`config.mk`:
```
export PLATFORM = sky130hd
export DESIGN_NAME = seq_mult_32
export DESIGN_NICKNAME = d
export VERILOG_FILES = /design/src/rtl/mult_pkg.sv /design/src/rtl/mult_ctrl.sv /design/src/rtl/seq_mult_32.sv
export SDC_FILE = /design/constraint.sdc
export NUM_CORES = 1
export LEC_CHECK = 0
export ABC_AREA = 1
export CAP_MARGIN = 20
export CORE_MARGIN = 2
export CORE_UTILIZATION = 55
export CTS_CLUSTER_DIAMETER = 40
export CTS_CLUSTER_SIZE = 10
export DETAILED_ROUTE_END_ITERATION = 8
export GPL_ROUTABILITY_DRIVEN = 0
export PLACE_DENSITY = 0.78
export SETUP_SLACK_MARGIN = 0.4
export SYNTH_ARGS = -nofsm -noshare
export SYNTH_HDL_FRONTEND = slang
export SYNTH_SLANG_ARGS = --single-unit
```
`constraint.sdc`:
```
create_clock -name clk -period 3.87 [get_ports clk]
set_input_delay 0.5805 -clock clk [delete_from_list [all_inputs] [get_ports clk]]
set_output_delay 0.5805 -clock clk [all_outputs]
set_load 0.005 [all_outputs]
```
`src/rtl/mult_pkg.sv`:
```
// Shared definitions for the sequential shift-add multiplier.
//   state_t    : FSM encoding IDLE=0, RUN=1, DONE=2
//   MULT_WIDTH : default operand width
//   CNT_W      : iteration counter width for MULT_WIDTH
//   cnt_width  : counter width for an arbitrary operand width
package mult_pkg;

  typedef enum logic [1:0] {
    IDLE = 2'd0,
    RUN  = 2'd1,
    DONE = 2'd2
  } state_t;

  localparam int MULT_WIDTH = 32;
  localparam int CNT_W      = $clog2(MULT_WIDTH);

  // Keeps the counter at least one bit wide for degenerate widths.
  function automatic int cnt_width(input int width);
    return (width > 1) ? $clog2(width) : 1;
  endfunction

endpackage

```
`src/rtl/mult_ctrl.sv`:
```
// Control FSM and iteration counter for the shift-add multiplier.
// Ports:
//   clk    in   rising-edge clock
//   clear  in   synchronous active-high reset
//   start  in   request, honoured only in IDLE
//   state  out  current FSM state (also used by the datapath for start acceptance)
//   run    out  high in RUN: datapath performs one iteration per cycle
//   last   out  high in the final RUN cycle (count == WIDTH-1)
//   busy   out  high in RUN and DONE
//   done   out  high for the single DONE cycle
// Handshake: start is a request with no ready; it is taken only when state is IDLE
// and clear is low, and is dropped (not queued) in any other state.
module mult_ctrl
  import mult_pkg::*;
#(
  parameter int WIDTH = MULT_WIDTH
) (
  input  logic   clk,
  input  logic   clear,
  input  logic   start,
  output state_t state,
  output logic   run,
  output logic   last,
  output logic   busy,
  output logic   done
);

  localparam int CW = cnt_width(WIDTH);
  localparam logic [CW-1:0] LAST_CNT = CW'(WIDTH - 1);

  state_t          state_q, state_d;
  logic [CW-1:0]   count_q, count_d;

  always_comb begin
    state_d = state_q;
    count_d = count_q;
    case (state_q)
      IDLE: begin
        if (start) begin
          state_d = RUN;
          count_d = '0;
        end
      end
      RUN: begin
        count_d = count_q + 1'b1;
        if (count_q == LAST_CNT) begin
          state_d = DONE;
          count_d = '0;
        end
      end
      DONE: begin
        state_d = IDLE;
        count_d = '0;
      end
      default: begin
        state_d = IDLE;
        count_d = '0;
      end
    endcase
  end

  always_ff @(posedge clk) begin
    if (clear) begin
      state_q <= IDLE;
      count_q <= '0;
    end else begin
      state_q <= state_d;
      count_q <= count_d;
    end
  end

  assign state = state_q;
  assign run   = (state_q == RUN);
  assign last  = run && (count_q == LAST_CNT);
  assign done  = (state_q == DONE);
  assign busy  = run || done;

endmodule

```
`src/rtl/seq_mult_32.sv`:
```
// Multi-cycle shift-add multiplier feeding the HI/LO register pair.
// One multiplier bit is consumed per cycle; after WIDTH RUN cycles the product
// appears on prod_hi/prod_lo together with a one-cycle done/load strobe.
// Ports:
//   clk      in   rising-edge clock
//   clear    in   synchronous active-high reset
//   start    in   request, sampled only in IDLE
//   a, b     in   multiplicand / multiplier, captured on accepted start
//   busy     out  high in RUN and DONE
//   done     out  one-cycle pulse, product valid
//   load     out  same as done; drives HI.Load and LO.Load
//   prod_hi  out  upper half of product (registered, held until next DONE or clear)
//   prod_lo  out  lower half of product (registered, held until next DONE or clear)
// Configuration macro: MUL_SIGNED_EN -- when defined, a and b are two's complement;
// magnitudes are multiplied and the result negated if the operand signs differ.
module seq_mult_32
  import mult_pkg::*;
#(
  parameter int WIDTH = MULT_WIDTH
) (
  input  logic             clk,
  input  logic             clear,
  input  logic             start,
  input  logic [WIDTH-1:0] a,
  input  logic [WIDTH-1:0] b,
  output logic             busy,
  output logic             done,
  output logic             load,
  output logic [WIDTH-1:0] prod_hi,
  output logic [WIDTH-1:0] prod_lo
);

  state_t ctrl_state;
  logic   run, last, accept;

  mult_ctrl #(.WIDTH(WIDTH)) u_ctrl (
    .clk   (clk),
    .clear (clear),
    .start (start),
    .state (ctrl_state),
    .run   (run),
    .last  (last),
    .busy  (busy),
    .done  (done)
  );

  assign accept = (ctrl_state == IDLE) && start;

  logic [WIDTH-1:0] mcand_q, mcand_d;
  logic [WIDTH-1:0] mplier_q, mplier_d;   // low half of the accumulator, shares bits with the multiplier
  logic [WIDTH-1:0] acc_q, acc_d;         // high half of the accumulator
  logic [WIDTH-1:0] prod_hi_q, prod_hi_d;
  logic [WIDTH-1:0] prod_lo_q, prod_lo_d;

  logic [WIDTH-1:0]   add_val;
  logic [WIDTH:0]     sum;
  logic [WIDTH-1:0]   next_hi, next_lo;
  logic [2*WIDTH-1:0] prod_full;
  logic [WIDTH-1:0]   op_a, op_b;

`ifdef MUL_SIGNED_EN
  logic neg_q, neg_d;
  always_comb begin
    op_a  = a[WIDTH-1] ? -a : a;
    op_b  = b[WIDTH-1] ? -b : b;
    neg_d = neg_q;
    if (accept) neg_d = a[WIDTH-1] ^ b[WIDTH-1];
  end
  always_ff @(posedge clk) begin
    if (clear) neg_q <= 1'b0;
    else       neg_q <= neg_d;
  end
`else
  always_comb begin
    op_a = a;
    op_b = b;
  end
`endif

  always_comb begin
    mcand_d   = mcand_q;
    mplier_d  = mplier_q;
    acc_d     = acc_q;
    prod_hi_d = prod_hi_q;
    prod_lo_d = prod_lo_q;

    add_val = mplier_q[0] ? mcand_q : '0;
    sum     = {1'b0, acc_q} + {1'b0, add_val};
    // Shift {carry, acc, multiplier} right by one.
    next_hi = sum[WIDTH:1];
    next_lo = {sum[0], mplier_q[WIDTH-1:1]};
`ifdef MUL_SIGNED_EN
    prod_full = neg_q ? -{next_hi, next_lo} : {next_hi, next_lo};
`else
    prod_full = {next_hi, next_lo};
`endif

    if (accept) begin
      mcand_d  = op_a;
      mplier_d = op_b;
      acc_d    = '0;
    end else if (run) begin
      acc_d    = next_hi;
      mplier_d = next_lo;
      // The result registers change only on the edge that enters DONE.
      if (last) begin
        prod_hi_d = prod_full[2*WIDTH-1:WIDTH];
        prod_lo_d = prod_full[WIDTH-1:0];
      end
    end
  end

  always_ff @(posedge clk) begin
    if (clear) begin
      mcand_q   <= '0;
      mplier_q  <= '0;
      acc_q     <= '0;
      prod_hi_q <= '0;
      prod_lo_q <= '0;
    end else begin
      mcand_q   <= mcand_d;
      mplier_q  <= mplier_d;
      acc_q     <= acc_d;
      prod_hi_q <= prod_hi_d;
      prod_lo_q <= prod_lo_d;
    end
  end

  assign prod_hi = prod_hi_q;
  assign prod_lo = prod_lo_q;
  assign load    = done;

endmodule
```
# Word level (Yosys, flattened, before mapping)
# Index checks and enable logic that the tools add are counted.
# totals
reg_bits,167
latch_bits,0
ramBits,0
mem_bits_ro,0
inputBits,67
out_inout_bits,67
wordCells,32
memories,0
# op_classes
addsub,2
n_mul,0
div_mod_pow,0
magnitude_cmp,0
n_eq_ne,5
n_shift,0
muxes,9
bitwise,1
n_reduce_logical,8
# op_table
op,n
$mux W32,3
$add A32 B32 Y33,1
$mux W5,2
$pmux W5 S2,1
$add A5 B1 Y5 const B,1
$eq A5 B5 Y1 const B,1
$mux W2,2
$ne A2 B2 Y1 const B,2
$pmux W2 S2,1
$reduce_and A3 Y1,1
$eq A2 B1 Y1 const B,1
$eq A2 B2 Y1 const B,1
$logic_and A1 B1 Y1,2
$logic_not A2 Y1,1
$reduce_and A2 Y1,1
$reduce_bool A2 Y1,1
$reduce_or A2 Y1,1
$logic_or A1 B1 Y1,1
$not A1 Y1,1

# Logic depth before layout (Yosys ltp)
# Gate-level depths: netlist (run 1).
# logic_depth
word_depth,4
ltp_mapped,17
ltp_nobuf,15

# By module
# A second synthesis (run 1) with hierarchy kept.
# unflattened
hier_cells,1452
hier_area_um2,9342.7
# modules_own_cells
mod,n_inst,cells_each,area_per_inst_um2,seq_area_each_um2
seq_mult_32,1,1395,8911.0,3203.1
mult_ctrl,1,57,431.7,140.1

# Least setup slack after synthesis (run 1)
# No wires, ideal clock.
# synth_timing
path_kind,register -> register
start,register mplier_q[0]
end,"register prod_hi_q[15], in the netlist prod_hi[15]"
setup_ns,0.116
arrival_ns,2.086
required_time_ns,3.754
setup_slack_ns,1.668
stages_incl_launch_ff,17
path_buffers,2
period_less_slack_ns,2.202
cell_sequence,dfxtp_1 clkbuf_1 clkbuf_1 nand2_1 inv_1 ha_1 fa_1 nand3_1 nand3_1 nand2_1 nand2_1 nand2_1 nand2_1 nand2_1 nand3_1 o211ai_1 inv_1
# synth_via
elab_chain_cells,2
# synth_rtl
element,line_no,text
start: declaration,seq_mult_32.sv:50,"logic [WIDTH-1:0] mplier_q, mplier_d;"
start signal: assignment,seq_mult_32.sv:122,mplier_q <= mplier_d;
$mux W32,seq_mult_32.sv:87,add_val = mplier_q[0] ? mcand_q : '0;
$add A32 B32 Y33,seq_mult_32.sv:88,"sum = {1'b0, acc_q} + {1'b0, add_val};"
end signal: assignment,seq_mult_32.sv:124,prod_hi_q <= prod_hi_d;
end: declaration,seq_mult_32.sv:52,"logic [WIDTH-1:0] prod_hi_q, prod_hi_d;"
# Every way passes these cells.
# A chain may end at the register's enable or synchronous reset.

# Worst setup path in the final report (run 1)
# layout_timing
start,register mplier_q[0]
end,register acc_q[19]
# layout_via
elab_chain_cells,2
# layout_rtl
element,line_no,text
$mux W32,seq_mult_32.sv:87,
$add A32 B32 Y33,seq_mult_32.sv:88,
end signal: assignment,seq_mult_32.sv:117,acc_q <= '0;
end signal: assignment,seq_mult_32.sv:123,acc_q <= acc_d;
end: declaration,seq_mult_32.sv:51,"logic [WIDTH-1:0] acc_q, acc_d;"
# Every way passes these cells.

==> results.json, run 1 <==
{
  "post_cts_buffers": 0,
  "clk_latency_ns": 0.44,
  "dpl_cell_area_mm2": 0.01047,
  "synth_warnings": 0,
  "avgSynthCellArea_um2": 6.304,
  "initial_core_util_pct": 56.65,
  "power_switching_share_pct": 30.75,
  "drive_gt1_share_pct": 4.314,
  "wl_per_cell_um": 14.14,
  "final-seq-area_mm2": 0.003343,
  "cts-resized-gates": 0,
  "status": "complete, no violations",
  "whs_ns": 0.4742,
  "cts-buffers-inserted": 17,
  "synth_most_common_cell": "nand2_1",
  "slew_viol_final": 0,
  "ir_drop_mv": 0.3290,
  "drc_errors": 0,
  "max_freq_ghz": 0.3744,
  "reg2regPathDepth": 15,
  "setup.worst_path.end": "acc_q[19]$_SDFFE_PP0P_",
  "hpwl_um": 17200,
  "io_pins": 134,
  "setup_tns_ns": 0,
  "via_count": 9157,
  "wl_um": 25010,
  "worst_pin_slew_ns": 0.7413,
  "crit_fanout": 23,
  "reg2reg_slack_ns": 1.20,
  "nets": 1646,
  "async_reset_ff_share_pct": 0,
  "multi_input_area_mm2": 0.004614,
  "p_per_area_mw_per_mm2": 392.0,
  "crit_start": "mplier_q[0]$_SDFFE_PP0P_",
  "std_cell_rows": 46,
  "finalSetupViolations": 0,
  "syn_inst": 1438,
  "r2r_end": "acc_q[19]$_SDFFE_PP0P_",
  "p_int_mw": 3.012,
  "cts_max_level": 4,
  "synth_area_mm2": 0.009065,
  "fin_crit_sh_pct": 69.02,
  "via_per_inst": 5.176,
  "root_buffer": "clkbuf_16",
  "synth_flop_cell": "dfxtp_1",
  "rsz0062_at_grt": "false",
  "ys_seq_elements": 167,
  "die-area_mm2": 0.01752,
  "grt_antenna_before_repair": 1,
  "fin_crit_ns": 2.671,
  "power_frac_clock_pct": 40.9,
  "worst_setup_path_end_kind": "flip-flop",
  "synth.distinct_cells": 30,
  "grt.total_usage_pct": 28.87,
  "critPathKind": "reg -> reg",
  "overflow": 0,
  "synth_edf_count": 0,
  "synth_top_area_share_pct": 36.88,
  "synth_area_leaders": "dfxtp_1, nand2_1, nor2_1",
  "cts.clk_slew.worst_paths_ns": 0.07,
  "cts_max_path_buffers": 2,
  "seq_power_share_pct": 43.6,
  "final_antenna_net_count": 0,
  "yosys.area.top_type": "dfxtp_1",
  "clkSinkCount": 167,
  "dieHeight_um": 132.4,
  "switching_power_mw": 1.337,
  "synthTopCellsByCount": "nand2_1, nor2_1, inv_1",
  "cts_tree": "yes",
  "syn_to_final_growth_pct": 22.39,
  "skew_ns": 0.009390,
  "fillers": 1445,
  "p_leak_nw": 5.614,
  "cp_data_required_time_ns": 4.21,
  "first_iter_violations": 785,
  "hold_class": "reg -> reg",
  "yosysSeqAreaShare_pct": 36.88,
  "fin_util_pct": 69.34,
  "grt_pass1_vias": 8622,
  "firstDrtPassIters": 7,
  "stdcell_area_mm2": 0.01109,
  "maxCapViolations": 0,
  "crit-reg2reg-launch": "mplier_q[0]$_SDFFE_PP0P_",
  "p_comb_share_pct": 15.5,
  "io_buffers": 133,
  "total_power_mw": 4.349,
  "antenna_cells": 0,
  "slew_headroom_pct": 50.51,
  "worstSetupStartpointType": "flip-flop",
  "hold_viol": 0,
  "grt_pass1_wl_um": 41260,
  "crit_arrival_ns": 3.01,
  "syn_nets": 1544,
  "ctsHoldBuffers": 0,
  "core-area_mm2": 0.01600,
  "die_w_um": 132.4,
  "grt_max_degree": 66
}
[flip-flops by register name (all words and copies together), names as in the netlist]
register        cells
prod_hi            32
mcand_q            32
mplier_q           32
acc_q              32
prod_lo            32
u_ctrl.count_q      5
u_ctrl.state        2
[worst min path at each step]
stage	startpoint	to	slack, ns	cells after the start
2_1_floorplan	mplier_q[25]$_SDFFE_PP0P_	mplier_q[24]$_SDFFE_PP0P_	0.44	2
3_3_place_gp	acc_q[0]$_SDFFE_PP0P_	acc_q[0]$_SDFFE_PP0P_	0.46	2
3_5_place_dp	acc_q[0]$_SDFFE_PP0P_	acc_q[0]$_SDFFE_PP0P_	0.46	2
4_1_cts	acc_q[0]$_SDFFE_PP0P_	acc_q[0]$_SDFFE_PP0P_	0.47	2
5_1_grt	prod_lo[28]$_SDFFE_PP0P_	prod_lo[28]$_SDFFE_PP0P_	0.51	2
6_report	acc_q[0]$_SDFFE_PP0P_	acc_q[0]$_SDFFE_PP0P_	0.47	2
[kinds of logic after synthesis]
| family | count (synthesis) | share of synthesized area, % |
|---|---|---|
| buf+inv | 281 | 12.30 |
| flops | 167 | 36.88 |
| fa+ha+maj | 39 | 5.466 |
| simple gates | 771 | 34.12 |
| compound gates | 164 | 9.689 |
| xor+xnor | 16 | 1.546 |
[critical path, stage by stage (launching register included)]
cell,delay [ns]
dfxtp_1,0.41
buf_4,0.28
nand2_1,0.10
inv_1,0.04
ha_1,0.21
fa_1,0.46
nand3_1,0.12
nand3_1,0.14
nand3_1,0.13
nand3_2,0.13
nand3_1,0.16
nand2_1,0.08
nand2_1,0.09
nand3_1,0.07
nand2_1,0.09
inv_1,0.05
[metrics by stage]
stage / setup slack [ns] / cells
detailed placement: 1.299 / 1737
global placement: 1.312 / 1737
CTS: 1.241 / 1769
global route: 0.9791 / 1769
floorplan: 1.668 / 1438
finish: 1.199 / 1769
[power groups by stage]
| stage | Combinational (mW) | Sequential, mW | Clock (mW) |
|---|---|---|---|
| after floorplan | 0.481 | 1.91 | 0 |
| after global placement | 0.650 | 1.93 | 0 |
| after detailed placement | 0.665 | 1.93 | 0 |
| after CTS | 0.670 | 1.90 | 1.80 |
| after global routing | 0.759 | 1.91 | 1.87 |
| final | 0.674 | 1.90 | 1.78 |
[layout make-up]
type,count,share of cell area (%)
multi-input combinational,990,41.59
sequential,167,30.13
timing repair buffer,146,12.83
inverter,218,7.376
clock buffer,17,3.834
tap,216,2.436
clock inverter,15,1.793
[layer usage]
| metal | share of wire (%) | track usage, % | up-vias |
|---|---|---|---|
| li1 | - | - | 4638 |
| met1 | 45 | 38.08 | 4128 |
| met2 | 46 | 47.58 | 334 |
| met3 | 6.5 | 5.690 | 55 |
| met4 | 2.4 | 9.379 | 2 |
| met5 | 0.052 | 0 | - |
[cell usage in the layout (no fill, tap or decap), types with 5 or more instances in the layout]
| cell | netlist | routed |
|---|---|---|
| dfxtp_1 | 167 | 167 |
| nand2_1 | 355 | 354 |
| nand3_1 | 96 | 96 |
| buf_4 | 5 | 13 |
| clkdlybuf4s50_1 | 0 | 132 |
| nor3_1 | 7 | 7 |
| a21oi_1 | 30 | 30 |
| clkbuf_16 | 0 | 17 |
| xor2_1 | 13 | 13 |
| inv_1 | 218 | 215 |
| o21ai_0 | 96 | 96 |
| ha_1 | 38 | 37 |
| nand2_2 | 7 | 8 |
| nor2_1 | 293 | 292 |
| nand4_1 | 5 | 5 |
| a31oi_1 | 30 | 30 |
(Power assumes the default switching activity.)
==> run 2: changes to the inputs <==
CORE_UTILIZATION = 50   (was 55)
PLACE_DENSITY = 0.74   (was 0.78)
clock period = 2.2 ns   (was 3.87 ns; I/O delays follow)
==> run 2 against run 1 <==
Compared with the run above:
- the run now ends with setup timing left
- core utilization grew 3.5 points
- non-clock buffer count grew 39
- routed wire length grew 24%
- die area grew 9.7%
- clock skew grew 0.0038 ns
- critical path depth shrank 1
- critical endpoint is now prod_hi[23]$_SDFFE_PP0P_
- first-iteration DRC count grew 17%
- hold slack lost 0.13 ns
- combinational power grew 150%
- global-route usage shrank 1.5 points
- fmax grew 15%
- register-to-register slack lost 1.3 ns
==> results.json, run 2 (synthesis gave the netlist of run 1 again) <==
{
  "status": "finished with violations",
  "violations": "setup timing",
  "critPathKind": "reg -> reg",
  "min_path_cells": 4,
  "grt_pass1_wl_um": 43400,
  "grt_pass1_vias": 8906,
  "hold_class": "in -> reg",
  "finalSetupViolations": 24,
  "reg2regPathDepth": 14,
  "root_buffer": "clkbuf_16",
  "maxCapViolations": 0,
  "clk_latency_ns": 0.44,
  "fin_crit_ns": 2.321,
  "drc_errors": 0,
  "cp_cell_sequence": "buf_6 -> buf_16 -> nand2_4 -> inv_4 -> ha_4 -> nand2_4 -> nor2_4 -> inv_1 -> o21bai_1 -> nand2_1 -> nand4_1 -> nand3_2 -> nand2_1 -> inv_1",
  "skew_ns": 0.01322,
  "io_pins": 134,
  "final_cell_mix": "nor2_1, nand2_1, inv_1",
  "first_iter_violations": 919,
  "slowest_stage": "dfxtp_4",
  "overflow": 0,
  "worst_slack_ns": -0.1215,
  "reg2reg_slack_ns": -0.12,
  "antenna_cells": 0,
  "worst_setup_path_end_kind": "flip-flop",
  "firstDrtPassIters": 6,
  "cts.clk_slew.worst_paths_ns": 0.06,
  "p_int_mw": 5.772,
  "crit-reg2reg-launch": "mplier_q[0]$_SDFFE_PP0P_",
  "worstSetupStartpointType": "flip-flop",
  "die-area_mm2": 0.01922,
  "dieHeight_um": 138.6,
  "via_per_inst": 5.507,
  "syn_to_final_growth_pct": 43.89,
  "cts_max_path_buffers": 2,
  "stdcell_area_mm2": 0.01304,
  "grt.total_usage_pct": 27.35,
  "crit_start": "mplier_q[0]$_SDFFE_PP0P_",
  "seq_power_share_pct": 41.3,
  "cpLargestDelayFamily": "simple AND/OR/NAND/NOR gates",
  "power_frac_clock_pct": 38.2,
  "cts_max_level": 4,
  "slew_headroom_pct": 52.05,
  "whs_ns": 0.3480,
  "hold_viol": 0,
  "via_count": 10020,
  "die_w_um": 138.6,
  "p_leak_nw": 6.346,
  "fillers": 1325,
  "nets": 1685,
  "cpPeakStageDelay_ns": 0.40,
  "dpl_cell_area_mm2": 0.01093,
  "core-area_mm2": 0.01790,
  "rsz0062_at_grt": "true",
  "ir_drop_mv": 0.6408,
  "hpwl_um": 18350,
  "std_cell_rows": 49,
  "drive_gt1_share_pct": 23.08,
  "min_to": "prod_hi[15]$_SDFFE_PP0P_",
  "final_antenna_net_count": 0,
  "grt_antenna_before_repair": 0,
  "cts-buffers-inserted": 17,
  "cp_data_required_time_ns": 2.53,
  "io_buffers": 133,
  "power_switching_share_pct": 29.53,
  "grt_max_degree": 75,
  "cts_tree": "yes",
  "fin_crit_sh_pct": 105.5,
  "wl_um": 30930,
  "clkSinkCount": 167,
  "crit_arrival_ns": 2.65,
  "max_freq_ghz": 0.4308,
  "worst_pin_slew_ns": 0.7192,
  "worstHoldStart": "clear",
  "initial_core_util_pct": 50.64,
  "p_per_area_mw_per_mm2": 627.9,
  "final-seq-area_mm2": 0.003351,
  "slew_viol_final": 0,
  "final_common_cell": "nor2_1",
  "p_comb_share_pct": 20.5,
  "r2r_end": "prod_hi[23]$_SDFFE_PP0P_",
  "wl_per_cell_um": 17.00,
  "switching_power_mw": 2.419,
  "multi_input_area_mm2": 0.006037,
  "worst-path-buf-inv": 5,
  "crit_fanout": 6
}
[run 2: cell types whose count changed in the layout (fill, tap and decap cells not counted), sizes merged, moves of 2 or more]
cell and change:
buf +37, inv -6, clkdlybuf4s50 -3, clkbuf +5
dlymetal6s2s +3, bufinv +2
[run 2: area by class of cell]
type | instances | share of cell area (%)
multi-input cells | 990 | 46.28
flip-flops and latches | 167 | 25.69
clock inverters | 10 | 1.094
inverters | 218 | 6.504
clock buffers | 20 | 3.501
repair buffers | 185 | 14.73
well taps | 229 | 2.197
[run 2: how the worst max path moves through the flow]
| stage | to | slack [ns] | cells after the start |
|---|---|---|---|
| final | prod_hi[23]$_SDFFE_PP0P_ | -0.12 | 14 |
| after global routing | prod_hi[28]$_SDFFE_PP0P_ | -0.16 | 14 |
| after CTS | prod_hi[28]$_SDFFE_PP0P_ | 0.13 | 16 |
| after detailed placement | prod_hi[23]$_SDFFE_PP0P_ | -0.04 | 14 |
| after global placement | acc_q[27]$_SDFFE_PP0P_ | -0.009 | 14 |
| after floorplan | prod_hi[15]$_SDFFE_PP0P_ | 0.21 | 16 |
[run 2: worst reg2reg max path, stage by stage, from the launching register on]
cell	delay (ns)
dfxtp_4	0.40
buf_6	0.15
buf_16	0.14
nand2_4	0.07
inv_4	0.04
ha_4	0.31
nand2_4	0.08
nor2_4	0.18
inv_1	0.08
o21bai_1	0.21
nand2_1	0.15
nand4_1	0.16
nand3_2	0.11
nand2_1	0.09
inv_1	0.05
[run 2: power groups by stage]
stage	Combinational, mW	Sequential, mW	Clock (mW)
3_3_place_gp	1.29	3.41	0
5_1_grt	1.82	3.40	3.27
4_1_cts	1.44	3.36	3.13
6_report	1.68	3.38	3.12
2_1_floorplan	0.909	3.37	0
3_5_place_dp	1.32	3.42	0
[run 2: metal layers]
layer | track usage, % | vias to the layer above | share of wire, %
met5 | 0 | - | 0
met3 | 6.699 | 161 | 9.5
met1 | 34.74 | 4584 | 39
li1 | - | 4714 | -
met4 | 9.676 | 0 | 5.3
met2 | 45.54 | 559 | 47
[run 2: metrics by stage]
step / util [%] / instances / total power [mW] / worst slack (ns) / setup TNS (ns)
6_report: 72.86 / 1819 / 8.190 / -0.1215 / -0.8573
5_1_grt: 72.86 / 1819 / 8.498 / -0.1640 / -3.134
4_1_cts: 67.40 / 1806 / 7.931 / 0.1280 / 0
3_5_place_dp: 61.07 / 1764 / 4.734 / -0.03627 / -0.04599
3_3_place_gp: 61.07 / 1764 / 4.708 / -0.009148 / -0.01272
2_1_floorplan: - / 1438 / 4.280 / 0.2097 / 0
[run 2: repair_timing]
item	CTS	global route
endpoints found under the setup margin	67	101
pin swaps	28	62
resized for setup	122	231
gates cloned	2	2
hold buffers	0	0
setup buffers	10	11
